`config.mk`:
```
export PLATFORM = sky130hd
export DESIGN_NAME = bus_dev_port_flat
export DESIGN_NICKNAME = d
export VERILOG_FILES = /design/src/rtl/bus_dev_port_if.sv /design/src/rtl/bus_dev_port.sv /design/src/flat_wrapper.sv
export SDC_FILE = /design/constraint.sdc
export NUM_CORES = 1
export LEC_CHECK = 0
export CAP_MARGIN = 20
export CELL_PAD_IN_SITES_DETAIL_PLACEMENT = 2
export CELL_PAD_IN_SITES_GLOBAL_PLACEMENT = 2
export CORE_ASPECT_RATIO = 1.4
export CORE_MARGIN = 10
export CORE_UTILIZATION = 43
export CTS_CLUSTER_SIZE = 16
export DETAILED_ROUTE_END_ITERATION = 12
export HOLD_SLACK_MARGIN = 0.12
export PLACE_DENSITY_LB_ADDON = 0.12
export SETUP_SLACK_MARGIN = 0.2
export SLEW_MARGIN = 20
export SYNTH_ARGS = -nofsm -noshare
export SYNTH_HDL_FRONTEND = slang
export SYNTH_SLANG_ARGS = --single-unit
export TNS_END_PERCENT = 100
```
`constraint.sdc`:
```
create_clock -name clk -period 3.6 [get_ports clk]
set_clock_uncertainty 0.05 [all_clocks]
set_input_delay 0.72 -clock clk [delete_from_list [all_inputs] [get_ports clk]]
set_output_delay 0.72 -clock clk [all_outputs]
set_load 0.02 [all_outputs]
```
`src/rtl/bus_dev_port_if.sv`:
```
// bus_dev_port_if: device/arbiter-side signals of one bus device port
interface bus_dev_port_if #(parameter int pckg_sz = 16);
    logic               wr_en;
    logic [pckg_sz-1:0] wr_data;
    logic               tx_full;
    logic               pndng;
    logic [pckg_sz-1:0] D_pop;
    logic               pop;
    logic               push;
    logic [pckg_sz-1:0] D_push;
    logic               rd_en;
    logic [pckg_sz-1:0] rd_data;
    logic               rx_empty;
    logic [7:0]         tx_drop_cnt;
    logic [7:0]         rx_drop_cnt;
    modport slave (
        input  wr_en, wr_data, pop, push, D_push, rd_en,
        output tx_full, pndng, D_pop, rd_data, rx_empty, tx_drop_cnt, rx_drop_cnt
    );
    modport master (
        output wr_en, wr_data, pop, push, D_push, rd_en,
        input  tx_full, pndng, D_pop, rd_data, rx_empty, tx_drop_cnt, rx_drop_cnt
    );
endinterface

```
`src/rtl/bus_dev_port.sv`:
```
// bus_dev_port: TX/RX show-ahead FIFO pair for one shared-bus device.
// BUS_DEV_ADDR_FILTER_EN: RX keeps only packets addressed to id or bcast.
module bus_dev_port #(
    parameter int         pckg_sz = 16,
    parameter int         depth   = 8,
    parameter logic [7:0] id      = 8'd0,
    parameter logic [7:0] bcast   = 8'hFF
) (
    input logic          clk,
    input logic          reset,
    bus_dev_port_if.slave bus
);
    localparam int AW = $clog2(depth);
    localparam int CW = AW + 1;
    localparam logic [CW-1:0] FULL = CW'(depth);

    logic [pckg_sz-1:0] tx_mem [depth];
    logic [pckg_sz-1:0] rx_mem [depth];
    logic [AW-1:0] tx_wp_q, tx_wp_d, tx_rp_q, tx_rp_d, rx_wp_q, rx_wp_d, rx_rp_q, rx_rp_d;
    logic [CW-1:0] tx_cnt_q, tx_cnt_d, rx_cnt_q, rx_cnt_d;
    logic [7:0]    tx_drop_q, tx_drop_d, rx_drop_q, rx_drop_d;
    logic tx_rd, tx_wr, rx_rd, rx_wr, rx_match;

    always_comb begin
`ifdef BUS_DEV_ADDR_FILTER_EN
        rx_match = (bus.D_push[pckg_sz-1 -: 8] == id) || (bus.D_push[pckg_sz-1 -: 8] == bcast);
`else
        rx_match = 1'b1;
`endif
        tx_rd     = bus.pop && tx_cnt_q != '0;
        tx_wr     = bus.wr_en && (tx_cnt_q != FULL || tx_rd);
        rx_rd     = bus.rd_en && rx_cnt_q != '0;
        rx_wr     = bus.push && rx_match && (rx_cnt_q != FULL || rx_rd);
        tx_wp_d   = tx_wr ? tx_wp_q + AW'(1) : tx_wp_q;
        tx_rp_d   = tx_rd ? tx_rp_q + AW'(1) : tx_rp_q;
        rx_wp_d   = rx_wr ? rx_wp_q + AW'(1) : rx_wp_q;
        rx_rp_d   = rx_rd ? rx_rp_q + AW'(1) : rx_rp_q;
        tx_cnt_d  = tx_cnt_q + CW'(tx_wr) - CW'(tx_rd);
        rx_cnt_d  = rx_cnt_q + CW'(rx_wr) - CW'(rx_rd);
        // drop counters stick at 255 rather than wrapping
        tx_drop_d = (bus.wr_en && !tx_wr && tx_drop_q != 8'hFF) ? tx_drop_q + 8'd1 : tx_drop_q;
        rx_drop_d = (bus.push && !rx_wr && rx_drop_q != 8'hFF) ? rx_drop_q + 8'd1 : rx_drop_q;
    end

    always_ff @(posedge clk or negedge reset) begin
        if (!reset) begin
            tx_wp_q   <= '0;
            tx_rp_q   <= '0;
            rx_wp_q   <= '0;
            rx_rp_q   <= '0;
            tx_cnt_q  <= '0;
            rx_cnt_q  <= '0;
            tx_drop_q <= '0;
            rx_drop_q <= '0;
        end else begin
            tx_wp_q   <= tx_wp_d;
            tx_rp_q   <= tx_rp_d;
            rx_wp_q   <= rx_wp_d;
            rx_rp_q   <= rx_rp_d;
            tx_cnt_q  <= tx_cnt_d;
            rx_cnt_q  <= rx_cnt_d;
            tx_drop_q <= tx_drop_d;
            rx_drop_q <= rx_drop_d;
        end
    end

    always_ff @(posedge clk) begin
        if (tx_wr) tx_mem[tx_wp_q] <= bus.wr_data;
        if (rx_wr) rx_mem[rx_wp_q] <= bus.D_push;
    end

    assign bus.tx_full     = tx_cnt_q == FULL;
    assign bus.pndng       = tx_cnt_q != '0;
    assign bus.rx_empty    = rx_cnt_q == '0;
    assign bus.D_pop       = bus.pndng ? tx_mem[tx_rp_q] : '0;
    assign bus.rd_data     = bus.rx_empty ? '0 : rx_mem[rx_rp_q];
    assign bus.tx_drop_cnt = tx_drop_q;
    assign bus.rx_drop_cnt = rx_drop_q;
endmodule

```
`src/flat_wrapper.sv`:
```
// flat-port wrapper written by rule: the top's interface ports become plain ports
module bus_dev_port_flat 
#(
    parameter int         pckg_sz = 16,
    parameter int         depth   = 8,
    parameter logic [7:0] id      = 8'd0,
    parameter logic [7:0] bcast   = 8'hFF
)
  (clk, reset, bus_wr_en, bus_wr_data, bus_pop, bus_push, bus_D_push, bus_rd_en, bus_tx_full, bus_pndng, bus_D_pop, bus_rd_data, bus_rx_empty, bus_tx_drop_cnt, bus_rx_drop_cnt);
  bus_dev_port_if #(.pckg_sz(pckg_sz)) bus_i ();
  input logic clk;
  input logic reset;
  input wire logic [$bits(bus_i.wr_en)-1:0] bus_wr_en;
  input wire logic [$bits(bus_i.wr_data)-1:0] bus_wr_data;
  input wire logic [$bits(bus_i.pop)-1:0] bus_pop;
  input wire logic [$bits(bus_i.push)-1:0] bus_push;
  input wire logic [$bits(bus_i.D_push)-1:0] bus_D_push;
  input wire logic [$bits(bus_i.rd_en)-1:0] bus_rd_en;
  output wire logic [$bits(bus_i.tx_full)-1:0] bus_tx_full;
  output wire logic [$bits(bus_i.pndng)-1:0] bus_pndng;
  output wire logic [$bits(bus_i.D_pop)-1:0] bus_D_pop;
  output wire logic [$bits(bus_i.rd_data)-1:0] bus_rd_data;
  output wire logic [$bits(bus_i.rx_empty)-1:0] bus_rx_empty;
  output wire logic [$bits(bus_i.tx_drop_cnt)-1:0] bus_tx_drop_cnt;
  output wire logic [$bits(bus_i.rx_drop_cnt)-1:0] bus_rx_drop_cnt;
  assign bus_i.wr_en = bus_wr_en;
  assign bus_i.wr_data = bus_wr_data;
  assign bus_i.pop = bus_pop;
  assign bus_i.push = bus_push;
  assign bus_i.D_push = bus_D_push;
  assign bus_i.rd_en = bus_rd_en;
  assign bus_tx_full = bus_i.tx_full;
  assign bus_pndng = bus_i.pndng;
  assign bus_D_pop = bus_i.D_pop;
  assign bus_rd_data = bus_i.rd_data;
  assign bus_rx_empty = bus_i.rx_empty;
  assign bus_tx_drop_cnt = bus_i.tx_drop_cnt;
  assign bus_rx_drop_cnt = bus_i.rx_drop_cnt;
  bus_dev_port #(.pckg_sz(pckg_sz), .depth(depth), .id(id), .bcast(bcast)) u_core (.clk(clk), .reset(reset), .bus(bus_i));
endmodule
```
**Yosys cells after proc, flatten, opt, wreduce, memory -nomap -nowiden**

Memories as Yosys holds them, arrays and structs flattened.
Cells that the tools add are included.

- Add/sub/neg operators: 10
- Multipliers: 0
- Divide/modulo/power cells: 0
- $lt $le $gt $ge: 0
- Equality and inequality tests: 5
- Shift operators: 0
- Multiplexer cells: 6
- Bitwise logic cells: 0
- Reductions and logical operators: 15

Operator list:

| kind | number |
|---|---|
| 16-bit two-way mux | 2 |
| 8-bit by 1-bit adder with 8-bit output (second input constant) | 2 |
| 8-bit != test (second input constant) | 2 |
| 3-bit by 1-bit adder with 3-bit output (second input constant) | 4 |
| 4-bit by 1-bit adder with 4-bit output | 2 |
| 1-bit logical AND | 8 |
| 4-bit != test (second input constant) | 2 |
| 4-bit nonzero test | 2 |
| 4-bit by 1-bit subtractor with 4-bit output | 2 |
| 4-bit equality test (second input constant) | 1 |
| 4-bit zero test | 1 |
| 1-bit two-way mux | 4 |
| 1-bit zero test | 2 |
| 1-bit logical OR | 2 |

- Register bits: 36
- Bits in latches: 0
- Memory bits (writable): 256
- Bits in read-only memories: 0
- Input port bits: 38
- Output and inout bits: 51
- Word-level logic and storage cells: 46
- Memories: 2

Memory list:

| name | words | width | read ports | clocked after Yosys merged registers in | write ports | RTL line | text |
|---|---|---|---|---|---|---|---|
| u_core.rx_mem | 8 | 16 | 1 | 0 | 1 | bus_dev_port.sv:18 | `logic [pckg_sz-1:0] rx_mem [depth];` |
| u_core.tx_mem | 8 | 16 | 1 | 0 | 1 | bus_dev_port.sv:17 | `logic [pckg_sz-1:0] tx_mem [depth];` |

**Depth between registers and ports, before layout**

Gate-level depths: netlist (run 1).

- Word-level depth: 7
- Mapped depth: 10
- Mapped depth without buffers: 10

**Worst setup path after synthesis (run 1)**

OpenSTA, ideal clock, no wires.

- Path kind: input -> register
- Start: input port bus_pop
- End: memory u_core.tx_mem[0][0], enable pin
- Setup time: 430 ps
- Data arrival time: 2584 ps
- Data required time: 3120 ps
- Path slack: 536 ps
- Stages on the path: 4
- Path buffers: 0
- Path through: nand2b_1 nand2_1 nand2_1 nor4_1

- Cells in the longest elaborated chain, start to end: 5

RTL lines:

| what | RTL line | text |
|---|---|---|
| start, declared | flat_wrapper.sv:15 | `input wire logic [$bits(bus_i.pop)-1:0] bus_pop;` |
| 1-bit logical AND | bus_dev_port.sv:30 | `tx_rd = bus.pop && tx_cnt_q != '0;` |
| 1-bit logical OR | bus_dev_port.sv:31 | `tx_wr = bus.wr_en && (tx_cnt_q != FULL \|\| tx_rd);` |
| 1-bit logical AND | bus_dev_port.sv:31 |  |
| 1-bit two-way mux | bus_dev_port.sv:68 | `if (tx_wr) tx_mem[tx_wp_q] <= bus.wr_data;` |
| 1-bit two-way mux (not written as such) | bus_dev_port.sv:68 |  |
| end, declared | bus_dev_port.sv:17 |  |

No other way between the ends.

**Worst setup path in the final report (run 1)**

- Start: register u_core.rx_rp_q[1]
- End: output port bus_rd_data[13]

- Cells in the longest elaborated chain, start to end: 2

RTL lines:

| what | RTL line | text |
|---|---|---|
| start, declared | bus_dev_port.sv:19 | `logic [AW-1:0] tx_wp_q, tx_wp_d, tx_rp_q, tx_rp_d, rx_wp_q, rx_wp_d, rx_rp_q, rx_rp_d;` |
| start signal, assigned | bus_dev_port.sv:59 | `rx_rp_q <= rx_rp_d;` |
| memory 8 x 16 bit | -- |  |
| 16-bit two-way mux | bus_dev_port.sv:76 | `assign bus.rd_data = bus.rx_empty ? '0 : rx_mem[rx_rp_q];` |
| end, declared | flat_wrapper.sv:22 | `output wire logic [$bits(bus_i.rd_data)-1:0] bus_rd_data;` |

No other way between the ends.

==> impl_metrics.ini, run 1 <==
[logic_synthesis]
syn-num-nets = 814
synth-simple-area-share_pct = 6.83
synth_top_family_by_area = multiplexers
synth_seq_cells = 292
syn_area_per_cell_um2 = 15.8
async_flop_share_pct = 12.3
synth_top_area_share_pct = 64.3
synth_fa_ha_area_share_pct = 2.22
muxShareOfSynthArea_pct = 9.31
synth_edf_count = 256
synth_common_cells = edfxtp_1, mux2i_1, a21oi_1
synth_most_common_cell = edfxtp_1
syn_inst = 756
ys_seq_area_share_pct = 71.8
yosys.area.top_type = edfxtp_1
synth-xor-area-share_pct = 1.24
synth-compound-area-share_pct = 6.17
ys.warnings.count = 0
synth_area_leaders = edfxtp_1, mux2i_1, dfrtp_1
ys_types = 35
syn-cell-area_mm2 = 0.0120
synth_flop_cell = edfxtp_1

[pwr]
pwr-share-comb_pct = 38.4
intPower_mw = 8.16
swShare_pct = 35.3
leakagePower_nw = 5.41
peakVddDrop_mv = 0.615
netSwitchingPower_mw = 4.46
p_per_area_mw_per_mm2 = 868
clkPwrFrac_pct = 24.5
seq_power_share_pct = 37.1
total_power_mw = 12.6

[critical_path]
cp_num_buf_inv = 2
cp-end-kind = output port
slowest_delay_ns = 0.61
critPathMaxFanout = 11
crit_family = buffers and inverters
slowest_stage = clkdlybuf4s50_1
rrSetupSlack_ns = 0.89
arrival_ns = 2.54
crit_type = register to output port
timing.rr.end = u_core.rx_cnt_q[2]
cp_cell_sequence = buf_4, nor2b_1, a211oi_1, a21oi_1, and3_1, clkdlybuf4s50_1
required_ns = 2.83
start_kind = register
r2r-start = u_core.rx_cnt_q[1]
rr_worst_depth = 9

[clock_tree]
clk_pin_slew_ns = 0.07
ctsHoldBuffers = 0
cts_buffers = 29
clk_latency_ns = 0.56
cts_sinks = 292
cts_tree = yes
clockBufferDepth = 3
clockRootBuffer = clkbuf_16
htreeDepth = 1

[floorplan]
ioPinCount = 89
die_area_mm2 = 0.0350
start_util_pct = 43.4
coreArea_mm2 = 0.0276
die_w_um = 161
die_y_um = 217
rows = 72

[worst_hold_path]
hold_path.class = input pin to async pin

[grt]
antenna_found_initial = 0
grtUsageTotal_pct = 18.1
grt_overflow = 0
grt_max_degree = 37
grt_pass1_wl_um = 49200
grt_pass1_vias = 8058

[run_status]
status = completed

[finish]
diodes = 0
design_area_mm2 = 0.0145
multiInputGateArea_mm2 = 0.00316
layout.nets = 937
fillers = 2585
finalNonFillerCells = 1272
drive_above_1_share_pct = 12.6
regArea_mm2 = 0.00860
syn_to_final_growth_pct = 21.6
post-route-util_pct = 52.8

[detailed_routing]
first_pass_iters = 6
vias_per_cell = 5.41
wl_per_cell_um = 25.0
dr_total_vias = 6876
antenna_left = 0
post-route-drc-count = 0
wirelength_um = 31900
drtIter0Drc = 328

[sta]
rsz0062_at_grt = false
setup_viol = 0
tns_ns = 0
hold_viol = 0
slew_violations = 0
setup_ws_ns = 0.288
tightest_slew_ns = 0.868
max_slew_margin_pct = 42.1
finalCritPeriodShare_pct = 92.0
whs_ns = 0.233
timing.fmax_mhz = 302
layout_min_cycle_time_ns = 3.31

[flow_run]
cap_violations = 0

[placement]
place_congestion = 0.733
preCtsSetupSlack_ns = 0.510
dp_cells = 1208
dpl-instance-area_mm2 = 0.0134
portBuffers = 88
dpl.hpwl_um = 20000
==> kinds of logic (layout without fill, tap and decap cells) <==
logic type,after synthesis,count (layout)
buffers and inverters,61,207
AOI/OAI and AO/OA,111,111
muxes,110,110
and+or+nand+nor,145,145
xor gates and xnor gates,17,17
adders and majority gates,20,20
DFF,292,292
==> power groups by stage <==
stage	Combinational, mW	Clock [mW]	Sequential, mW
3_3_place_gp	4.50	0	4.77
4_1_cts	4.95	3.17	4.70
6_report	4.84	3.10	4.68
5_1_grt	5.27	3.29	4.74
3_5_place_dp	4.71	0	4.84
2_1_floorplan	2.89	0	4.61
==> how the worst max path moves through the flow <==
stage | cells past startpoint | start | end | slack (ns)
2_1_floorplan | 4 | bus_pop | u_core.tx_mem[0][0] | 0.54
3_3_place_gp | 6 | bus_rd_en | u_core.rx_mem[4][9] | 0.60
3_5_place_dp | 6 | bus_rd_en | u_core.rx_mem[2][7] | 0.51
4_1_cts | 6 | u_core.rx_rp_q[1] | bus_rd_data[14] | 0.11
5_1_grt | 5 | u_core.rx_rp_q[0] | bus_rd_data[13] | 0.20
6_report | 6 | u_core.rx_rp_q[1] | bus_rd_data[13] | 0.29
==> registers in the layout (all words and copies together), names as in the netlist <==
signal / flops
u_core.tx_cnt_q: 4
u_core.tx_wp_q: 3
u_core.rx_wp_q: 3
u_core.tx_rp_q: 3
u_core.rx_mem: 128
u_core.bus.tx_drop_cnt: 8
u_core.bus.rx_drop_cnt: 8
u_core.rx_rp_q: 3
u_core.tx_mem: 128
u_core.rx_cnt_q: 4
==> cell usage in the layout, fill, tap and decap left out, types with 7 or more instances in the layout <==
cell type        count
and3_1              33
nand2b_1             7
a211oi_1            28
ha_1                18
nand3_1              9
edfxtp_1           256
clkbuf_16           29
buf_4               34
dfrtp_1             34
nand2_1             16
nor2_1              19
a21oi_1             38
nor2b_1             34
inv_1               25
clkdlybuf4s50_1     64
clkbuf_1             8
dlymetal6s2s_1      19
a22oi_1             31
mux2i_1            100
mux2_2              10
xor2_1              11
==> cell type report <==
class / count / area share [%]
clock buffers: 38 / 5.29
multi-input cells: 403 / 21.7
repair buffers: 128 / 8.74
well taps: 370 / 3.18
clock inverters: 16 / 1.37
flip-flops and latches: 292 / 59.1
inverters: 25 / 0.645
==> timing repair <==
action / in CTS / in global routing
endpoints found under the setup margin: 30 / 26
resized for setup: 9 / 24
pin swaps: 0 / 1
setup buffers: 7 / 3
gates cloned: 0 / 0
==> routing by layer <==
| layer | global-route usage (%) | wire (µm) | vias up |
|---|---|---|---|
| met5 | 0 | 0 | - |
| li1 | - | - | 3136 |
| met1 | 20.2 | 12400 | 3587 |
| met4 | 4.19 | 495 | 0 |
| met2 | 35.2 | 18000 | 115 |
| met3 | 2.44 | 1040 | 38 |
No activity file was read; power rests on OpenSTA's default activity.
==> run 2, diff against run 1 <==
Settings changed: CORE_MARGIN 10 to 3.
==> run 2 against run 1 <==
Final cell count is 0.86% lower. Utilization rose by 0.31 points. Fmax shrank 0.56%. Die area decreased by 15%. Critical path depth did not move. Non-clock buffer count shrank 2. Sequential cell count stayed put. Power decreased by 3.0%. Combinational power down 0.8%. Routed wire length fell by 4.8%. Setup slack got worse by 0.019 ns. Design area decreased by 1.1%. Critical endpoint is now bus_rd_data[0]. Largest power group unchanged.
==> impl_metrics.ini, run 2 (same netlist as run 1, synthesis figures left out) <==
[run_status]
status = completed

[pwr]
leakagePower_nw = 5.33
seq_power_share_pct = 38.1
netSwitchingPower_mw = 4.31
intPower_mw = 7.93
pwr-share-comb_pct = 39.2
peakVddDrop_mv = 0.593
swShare_pct = 35.2
p_per_area_mw_per_mm2 = 851
clkPwrFrac_pct = 22.6

[floorplan]
die_area_mm2 = 0.0299
rows = 71
die_y_um = 203
ioPinCount = 89
start_util_pct = 44.1
die_w_um = 147
coreArea_mm2 = 0.0271

[critical_path]
arrival_ns = 2.56
cp-end-kind = output port
rr_worst_depth = 10
worstSetupEndpoint = bus_rd_data[0]
crit_family = buffers and inverters
required_ns = 2.83
slowest_stage = clkdlybuf4s50_1
cp_num_buf_inv = 2
crit_path_start = u_core.rx_rp_q[1]
crit_type = register to output port
cp_cell_sequence = buf_12, nor2b_1, a211oi_1, a21oi_1, and3_1, clkdlybuf4s50_1
slowest_delay_ns = 0.62
timing.rr.end = u_core.rx_cnt_q[2]
rrSetupSlack_ns = 1.00
r2r-start = u_core.rx_cnt_q[1]
worst-path-stages = 6
start_kind = register
critPathMaxFanout = 36

[placement]
dp_cells = 1207
dpl-instance-area_mm2 = 0.0134
dpl.hpwl_um = 19200
portBuffers = 88
place_congestion = 0.756

[clock_tree]
clk_pin_slew_ns = 0.06
cts_sinks = 292
cts_buffers = 28
clockBufferDepth = 3
clk_latency_ns = 0.53
cts_tree = yes
ctsHoldBuffers = 0
clockRootBuffer = clkbuf_16
htreeDepth = 1

[detailed_routing]
post-route-drc-count = 0
wirelength_um = 30300
drtIter0Drc = 280
vias_per_cell = 5.41
wl_per_cell_um = 24.1
dr_total_vias = 6827
antenna_left = 0
first_pass_iters = 4

[grt]
grt_max_degree = 37
grt_pass1_vias = 7992
antenna_found_initial = 1
grtUsageTotal_pct = 20.3
grt_overflow = 0
grt_pass1_wl_um = 47100

[finish]
syn_to_final_growth_pct = 20.3
diodes = 0
layout_commonest_cell = edfxtp_1
post-route-util_pct = 53.1
fillers = 2443
reg_top3 = u_core.rx_mem: 128 flops, u_core.tx_mem: 128 flops
layout.nets = 934
final_cell_mix = edfxtp_1, mux2i_1, clkdlybuf4s50_1
drive_above_1_share_pct = 11.7
finalNonFillerCells = 1261
design_area_mm2 = 0.0144

[flow_run]
cap_violations = 0

[sta]
setup_viol = 0
whs_ns = 0.249
tns_ns = 0
hold_viol = 0
timing.fmax_mhz = 300
finalCritPeriodShare_pct = 92.5
max_slew_margin_pct = 42.6
layout_min_cycle_time_ns = 3.33
rsz0062_at_grt = false
slew_violations = 0
tightest_slew_ns = 0.861

[worst_hold_path]
hold_path.class = input pin to async pin
## run 2: changes by cell type in the layout (fill, tap and decap cells not counted), sizes merged
cell | before | now
clkinvlp | 2 | 0
clkdlybuf4s50 | 64 | 68
bufinv | 4 | 1
clkbuf | 38 | 37
buf | 41 | 39
clkinv | 9 | 12
dlymetal6s2s | 19 | 15
inv | 26 | 25
## run 2: timing repair
| item | CTS | global route |
|---|---|---|
| buffers inserted | 3 | 1 |
| setup endpoints to repair | 27 | 18 |
| gates resized for setup | 7 | 16 |
## run 2: layout make-up
| class | instances | area, µm² | area share, % |
|---|---|---|---|
| clock inverter | 13 | 86.3 | 0.600 |
| clock buffer | 37 | 776 | 5.39 |
| tap | 365 | 457 | 3.18 |
| inverter | 25 | 93.8 | 0.652 |
| sequential | 292 | 8600 | 59.8 |
| multi-input combinational | 403 | 3120 | 21.7 |
| timing repair buffer | 126 | 1250 | 8.70 |
## run 2: worst min-delay path by stage
stage	start	depth (start not counted)	end	slack (ns)
2_1_floorplan	reset	0	u_core.bus.rx_drop_cnt[0]	0.37
3_3_place_gp	u_core.rx_wp_q[0]	1	u_core.rx_wp_q[0]	0.46
3_5_place_dp	u_core.bus.tx_drop_cnt[5]	1	u_core.bus.tx_drop_cnt[5]	0.46
4_1_cts	reset	1	u_core.rx_cnt_q[3]	0.27
5_1_grt	reset	1	u_core.rx_cnt_q[3]	0.30
6_report	reset	1	u_core.rx_cnt_q[3]	0.25
## run 2: per-layer routing
metal / GRT usage, % / vias to the layer above / routed length [µm]
li1: - / 3116 / -
met1: 22.3 / 3558 / 11500
met2: 41.0 / 108 / 17500
met3: 2.49 / 43 / 802
met4: 4.53 / 2 / 524
met5: 0 / - / 13
## run 2: power groups by stage
stage | registers (mW) | logic (mW) | clock network [mW]
final | 4.67 | 4.80 | 2.77
after detailed placement | 4.85 | 4.70 | 0
after floorplan | 4.61 | 2.89 | 0
after CTS | 4.70 | 4.88 | 2.85
after global placement | 4.77 | 4.49 | 0
after global routing | 4.73 | 5.20 | 2.99
## run 2: per-stage QoR
stage,power [mW],setup slack (ns)
6_report,12.2,0.269
5_1_grt,12.9,0.162
4_1_cts,12.4,0.212
3_5_place_dp,9.55,0.455
3_3_place_gp,9.25,0.583
2_1_floorplan,7.50,0.536
==> run 3, diff against run 2 <==
Settings changed: TNS_END_PERCENT 100 to default.
==> results of run 3 <==
No change in the layout: final DEF, timing and power equal those of run 2.
